==> src/rtl/pp_loop_monitor.sv <==
// pp_loop_monitor: observes one pipelined loop's control signals; optional stall counter via PP_LOOP_MON_STALL_CNT_EN
module pp_loop_monitor #(
    parameter int FSM_WIDTH    = 2,
    parameter int CNT_WIDTH    = 32,
    parameter int MAX_INFLIGHT = 8,
    parameter int WDOG_LIMIT   = 1024
) (
    input  logic                                  clock,
    input  logic                                  reset,
    input  logic [FSM_WIDTH-1:0]                  cur_state,
    input  logic                                  pre_states_valid,
    input  logic [FSM_WIDTH-1:0]                  pre_loop_state0,
    input  logic [2:0]                            post_states_valid,
    input  logic [FSM_WIDTH-1:0]                  post_loop_state0,
    input  logic [FSM_WIDTH-1:0]                  post_loop_state1,
    input  logic [FSM_WIDTH-1:0]                  post_loop_state2,
    input  logic [FSM_WIDTH-1:0]                  loop_quit_state,
    input  logic [FSM_WIDTH-1:0]                  iter_start_state,
    input  logic [FSM_WIDTH-1:0]                  iter_end_state,
    input  logic                                  iter_start_enable,
    input  logic                                  iter_start_block,
    input  logic                                  iter_end_enable,
    input  logic                                  iter_end_block,
    input  logic                                  quit_at_end,
    input  logic                                  finish,
    output logic [2:0]                            phase,
    output logic [$clog2(MAX_INFLIGHT+1)-1:0]     inflight,
    output logic [CNT_WIDTH-1:0]                  iter_started,
    output logic [CNT_WIDTH-1:0]                  iter_ended,
    output logic [CNT_WIDTH-1:0]                  stall_cycles,
    output logic                                  loop_done,
    output logic                                  err_underflow,
    output logic                                  err_overflow,
    output logic                                  err_watchdog
);
    localparam int IW = $clog2(MAX_INFLIGHT + 1);
    localparam int WW = $clog2(WDOG_LIMIT + 1);

    typedef enum logic [2:0] {IDLE, PRE, LOOP, DRAIN, POST, DONE} phase_t;

    phase_t          state, state_nxt;
    logic [WW-1:0]   wdog, wdog_nxt;
    logic [IW-1:0]   inflight_nxt;
    logic            start_evt, end_evt, quit_evt, post_hit, pre_hit;
    logic            inc, dec, over, under, idle;

    assign start_evt = (cur_state == iter_start_state) & iter_start_enable & ~iter_start_block;
    assign end_evt   = (cur_state == iter_end_state) & iter_end_enable & ~iter_end_block;
    assign quit_evt  = cur_state == loop_quit_state;
    assign pre_hit   = pre_states_valid & (cur_state == pre_loop_state0);
    assign post_hit  = (post_states_valid[0] & (cur_state == post_loop_state0)) |
                       (post_states_valid[1] & (cur_state == post_loop_state1)) |
                       (post_states_valid[2] & (cur_state == post_loop_state2));

    // simultaneous start and end cancel, so only a lone event can move inflight
    assign inc          = start_evt & ~end_evt;
    assign dec          = end_evt & ~start_evt;
    assign over         = inc & (inflight == IW'(MAX_INFLIGHT));
    assign under        = dec & (inflight == '0);
    assign inflight_nxt = (inc & ~over)  ? inflight + 1'b1 :
                          (dec & ~under) ? inflight - 1'b1 : inflight;

    assign idle     = ((state == LOOP) | (state == DRAIN)) & ~start_evt & ~end_evt;
    assign wdog_nxt = !idle ? '0 : (wdog == WW'(WDOG_LIMIT)) ? wdog : wdog + 1'b1;

    always_comb begin
        state_nxt = state;
        case (state)
            IDLE:    state_nxt = pre_hit ? PRE : start_evt ? LOOP : IDLE;
            PRE:     state_nxt = start_evt ? LOOP : PRE;
            LOOP:    state_nxt = !quit_evt ? LOOP : (quit_at_end & end_evt) ? POST : DRAIN;
            DRAIN:   state_nxt = (inflight_nxt == '0) ? POST : DRAIN;
            POST:    state_nxt = (finish | post_hit) ? DONE : POST;
            default: state_nxt = IDLE;
        endcase
        if (finish && state != DONE) state_nxt = DONE;
    end

    always_ff @(posedge clock) begin
        if (!reset) begin
            state         <= IDLE;
            wdog          <= '0;
            inflight      <= '0;
            iter_started  <= '0;
            iter_ended    <= '0;
            loop_done     <= 1'b0;
            err_underflow <= 1'b0;
            err_overflow  <= 1'b0;
            err_watchdog  <= 1'b0;
        end else begin
            state         <= state_nxt;
            wdog          <= wdog_nxt;
            inflight      <= inflight_nxt;
            iter_started  <= iter_started + CNT_WIDTH'(start_evt & ~&iter_started);
            iter_ended    <= iter_ended + CNT_WIDTH'(end_evt & ~&iter_ended);
            loop_done     <= state_nxt == DONE;
            err_underflow <= err_underflow | under;
            err_overflow  <= err_overflow | over;
            err_watchdog  <= err_watchdog | (wdog_nxt == WW'(WDOG_LIMIT));
        end
    end

    assign phase = state;

`ifdef PP_LOOP_MON_STALL_CNT_EN
    logic stall_evt;
    assign stall_evt = ((cur_state == iter_start_state) & iter_start_enable & iter_start_block) |
                       ((cur_state == iter_end_state) & iter_end_enable & iter_end_block);
    always_ff @(posedge clock) begin
        if (!reset) stall_cycles <= '0;
        else        stall_cycles <= stall_cycles + CNT_WIDTH'(stall_evt & ~&stall_cycles);
    end
`else
    assign stall_cycles = '0;
`endif
endmodule
==> config.mk <==
export PLATFORM = sky130hd
export DESIGN_NAME = pp_loop_monitor
export DESIGN_NICKNAME = d
export VERILOG_FILES = /design/src/rtl/pp_loop_monitor.sv
export SDC_FILE = /design/constraint.sdc
export NUM_CORES = 1
export LEC_CHECK = 0
export BUFFER_PORTS_ARGS = -buffer_cell sky130_fd_sc_hd__buf_2
export CORE_ASPECT_RATIO = 1.75
export CORE_MARGIN = 2
export CORE_UTILIZATION = 53
export CTS_CLUSTER_SIZE = 30
export DETAILED_ROUTE_END_ITERATION = 7
export GPL_TIMING_DRIVEN = 0
export PLACE_DENSITY_LB_ADDON = 0.25
export SLEW_MARGIN = 20
export SYNTH_ARGS = -nofsm -noshare
export SYNTH_HDL_FRONTEND = slang
export SYNTH_SLANG_ARGS = --single-unit
==> constraint.sdc <==
create_clock -name clock -period 2.95 [get_ports clock]
set_clock_uncertainty 0.15 [all_clocks]
set_input_delay 0.1475 -clock clock [delete_from_list [all_inputs] [get_ports clock]]
set_output_delay 0.1475 -clock clock [all_outputs]
set_load 0.01 [all_outputs]
Yosys cells after proc, flatten, opt, wreduce, memory -nomap -nowiden

Cells that the tools add are included.

Register bits: 86
Bits of input ports: 28

$add $sub $neg: 5
Eq/ne operators: 16
Multiplexer cells: 13
Bitwise operators: 32
Reduce and logical (&&, ||, !) cells: 8

Operator list:

| operator              | count |
|---|---|
| $add 32x1->32         | 2 |
| $reduce_and 32->1     | 2 |
| $eq 11x11->1 const B  | 2 |
| $mux 11               | 2 |
| $and 1x1->1           | 19 |
| $pmux 3 s5            | 1 |
| $eq 2x2->1            | 7 |
| $mux 3                | 4 |
| $add 11x1->11 const B | 1 |
| $logic_not 4->1       | 2 |
| $mux 4                | 2 |
| $or 1x1->1            | 7 |
| $eq 3x2->1 const B    | 2 |
| $eq 3x3->1 const B    | 2 |
| $mux 2                | 3 |
| $not 1->1             | 6 |
| $add 4x1->4 const B   | 1 |
| $eq 4x4->1 const B    | 1 |
| $sub 4x1->4 const B   | 1 |
| $eq 3x1->1 const B    | 1 |
| $logic_not 3->1       | 1 |
| $ne 3x3->1 const B    | 1 |
| $logic_not 1->1       | 2 |
| $logic_and 1x1->1     | 1 |
| $mux 1                | 1 |

Depth between registers and ports, before layout

Word-level depth: 15
Depth in mapped cells: 14
Depth with buffers taken out: 13

Worst setup path before layout

No wires, ideal clock.

Path kind: register to register
Start point: register iter_ended[18]
End point: register iter_ended[27]
Setup time: 115 ps
Arrival time: 2478 ps
Path slack: 207 ps
Cell stages (with the launch flop): 15
Buffers on the path: 1
Period minus slack after synthesis: 2743 ps
Cells stage by stage: dfxtp_1 -> nand3_1 -> nor2_1 -> nand4_1 -> or2_2 -> nor3_1 -> a21oi_1 -> ha_1 -> and2_1 -> clkbuf_1 -> nand4_1 -> nor2_1 -> nand3_1 -> xnor2_1 -> and2_1

Word-level cells in the longest chain between the ends: 4

Ends and longest elaborated chain:

| element                  | line | RTL |
|---|---|---|
| start: declaration       | 29   | `output logic [CNT_WIDTH-1:0] iter_ended,` |
| start signal: assignment | 95   | `iter_ended <= iter_ended + CNT_WIDTH'(end_evt & ~&iter_ended);` |
| $reduce_and 32->1        | 95   |  |
| $logic_not 1->1          | 95   |  |
| $and 1x1->1              | 95   |  |
| $add 32x1->32 *          | 95   |  |

Every way passes the cells marked *; elsewhere a longest branch is shown, timed or not.
A chain may end at the register's enable or synchronous reset.

Worst setup path after layout

Start point: register iter_ended[18]
End point: register iter_ended[29]

The elaborated chain is that of the path after synthesis.

==> key figures <==
Critical path
  – Most used cell, CP: nand4_1
  – Kind of critical path: register to register
  – Crit path cell chain: nand3_2 > nor2_4 > nand4_1 > or2_4 > nor3_4 > a21oi_2 > ha_2 > and2_4 > nand4_1 > buf_4 > nor3_1 > xor2_1 > and2_1
  – WP data arrival: around 3 ns
  – Worst setup SP type: register
  – Crit path largest cell delay: approximately 0.4 ns
  – CP Capture Type: register
  – Required @ worst endpoint: about 3 ns
  – Max FO, Critical Path: 7
  – Crit-path slowest cell: dfxtp_2

Placement
  – Post-DP Area: approximately 5600 µm²
  – Final HPWL DP: 8784 µm
  – IO buf count: 100
  – Gpl congestion: approximately 0.84
  – Inst Count DP: roughly 800

Detailed routing
  – Drt wl/cell: about 14 µm
  – Routed WL: around 11000 µm
  – Pre-antenna DRT Iters: 4
  – Final ANT Viol Nets: 0
  – Via Count: 4276
  – Remaining DRCs: 0
  – Vias per cell: ~5.2
  – Initial DRC count: between 100 and 150

Logic synthesis
  – Top_reg_cell synth: dfxtp_1
  – Unique masters post-synth: 58
  – Ys async rst share: 0%
  – Synthesized area: just under 5000 µm²
  – Yosys top cell area share: between 30% and 40%
  – Area leader, netlist: dfxtp_1
  – Syn. warnings: 0
  – Gate Count Post-Synth: approximately 560
  – Post-Syn Area per Cell: 8.611 µm²
  – Largest cells by area after synthesis: dfxtp_1 36%, xnor2_1 9.8%, and2_1 7.4%
  – Post-synth EDFFs: 0
  – Synth Register Bits: 86
  – Post-synthesis sequential area ratio: roughly 36%

Global routing
  – Initial antenna violation count: 0
  – Vias in the first global route: 4176
  – Largest net degree at the start of global routing: 13
  – Global Route Usage Sum: a little under a quarter
  – Gr ovfl total: 0
  – Global-route wire length before repair: between 15000 and 20000 µm

CTS
  – CTS clk-pin slew, worst paths: about 0.060 ns
  – Max Buffers Root-to-Sink: 2
  – Inserted Clock Buffers: 9
  – TritonCTS clock tree: done
  – CTS H-tree depth: 3
  – Clock root buffer: clkbuf_16
  – Post-CTS Hold Fix Bufs: 0
  – Clk_lat worst skew: ~0.33 ns
  – CTS sink cnt: 86

Power and ir drop
  – PwrDens: ~390 nW/µm²
  – Clk pwr share: 41.5%
  – Switching Share: 22.46%
  – P_sw: ~0.52 mW
  – VDD IR-drop max: slightly above 0.3 mV
  – P_int: between 1.5 and 2 mW
  – Logic pwr share: roughly 8%
  – Final Power: 2.333 mW
  – Sequential power share: 50.4%
  – Leak: 2.631 nW

Final layout
  – Layout area overhead: 23.16%
  – NumNets Final: 739
  – Design area: approximately 5900 µm²
  – Layout cell share with drive strength beyond 1: 26.67%
  – Antenna cell count: 0
  – Final non-filler cell total: approximately 830
  – Post-layout util: 66.45%

Floorplanning
  – DIE HEIGHT: ~130 µm
  – Area of the die: ~9900 µm²
  – I/O pin count: roughly 140
  – # rows: 46
  – Chip width: roughly 76 µm
  – Core ar.: ~8900 µm²
  – Initial Util: roughly 54%

Timing
  – Worst-Margin Slew: around 0.58 ns
  – Relative slew slack: between 60% and 70%
  – Fin crit share: between 90 and 100%
  – Number of setup violations in the final report: 0
  – Pins Over Slew Limit: 0
  – Hold_ws: ~0.055 ns
  – Min Tclk post-route: 2.860 ns
  – Maximum clock rate: about 350 MHz
  – Final Hold Vio Count: 0

Flow run
  – # Max-Cap Violations: 0

Run status
  – Status: finished, final reports clean

Min path
  – Hold crit path type: input pin to register
==> layer usage <==
layer / global-route usage (%) / vias up / share of wire (%)
met5: 0 / - / 0
met4: 9.305 / 0 / 2.1
met3: 4.149 / 22 / 4.0
met2: 47.27 / 102 / 57
met1: 22.45 / 2025 / 37
li1: - / 2127 / -
==> placed cells by master, fill, tap and decap left out, types with 16 or more instances in the layout <==
cell type,n
xnor2_1,54
nand3_1,42
nor2_1,29
buf_2,101
nand4_1,16
buf_4,35
dfxtp_1,82
and2_1,56
conb_1,32
xor2_1,22
nand2_1,40
==> cell type report <==
class / count / area [µm²]
Sequential cell: 86 / 1727
Clock inverter: 3 / 15.01
Clock buffer: 10 / 229.0
Multi-Input combinational cell: 440 / 2877
Buffer: 54 / 374.1
Tap cell: 120 / 150.1
Timing Repair Buffer: 103 / 523.0
Fill cell: 762 / 2993
Inverter: 9 / 33.78
==> cell families after synthesis <==
family	after synthesis	synth area share, %
simple gates	262	30.21
other cells	1	0.07791
compound gates	57	8.162
xor+xnor	78	14.50
fa+ha+maj	8	2.080
mux	3	0.6499
flops	86	35.77
buf+inv	64	8.552
==> worst paths after layout <==
kind,slack (ns),cells after the start,endpoint,from
max reg2reg,0.09,13,iter_ended[29],iter_ended[18]
max,0.09,13,iter_ended[29],iter_ended[18]
min,0.05,4,phase[1],finish
min reg2reg,0.30,2,err_watchdog,err_watchdog
==> Yosys cell counts, types with 7 or more instances <==
cell / instances
dfxtp_1: 86
and2_1: 57
xnor2_1: 54
nand3_1: 43
nand2_1: 42
buf_4: 32
nor2_1: 31
xor2_1: 22
nand4_1: 16
clkbuf_1: 15
o21ai_0: 15
nor3_1: 14
and3_1: 13
or3_1: 10
a21boi_0: 9
a21oi_1: 9
inv_1: 9
ha_1: 8
nor2b_1: 8
and4_1: 7
==> critical path: cells and delay by family (launching register included) <==
family          cells  cell delay (ns)
simple gates        9             1.64
flops               1             0.39
fa+ha+maj           1             0.19
buf+inv             1             0.17
xor+xnor            1             0.13
compound gates      1             0.09
==> state kept, by name, indices dropped and copies added (netlist names) <==
signal	cells
iter_started	32
inflight	4
err_watchdog	1
err_overflow	1
loop_done	1
err_underflow	1
iter_ended	32
phase	3
wdog	11
==> metrics by stage <==
stage / setup WS (ns) / setup TNS (ns)
after global routing: -0.01067 / -0.01067
after floorplan: 0.2068 / 0
after CTS: 0.01193 / 0
after global placement: -0.1994 / -0.8350
final: 0.09035 / 0
after detailed placement: -0.2373 / -1.535
==> power groups by stage <==
stage	Sequential, mW	Combinational, mW	Clock, mW
3_5_place_dp	1.20	0.187	0
6_report	1.18	0.189	0.967
4_1_cts	1.18	0.187	0.988
2_1_floorplan	1.20	0.132	0
3_3_place_gp	1.20	0.182	0
5_1_grt	1.18	0.209	1.04
==> what timing repair did <==
| item | in CTS | in global routing |
|---|---|---|
| pin swaps | 1 | 4 |
| endpoints found under the setup margin | 15 | 21 |
| gates resized for setup | 9 | 17 |
| buffers inserted | 0 | 3 |
(Power assumes the default switching activity.)
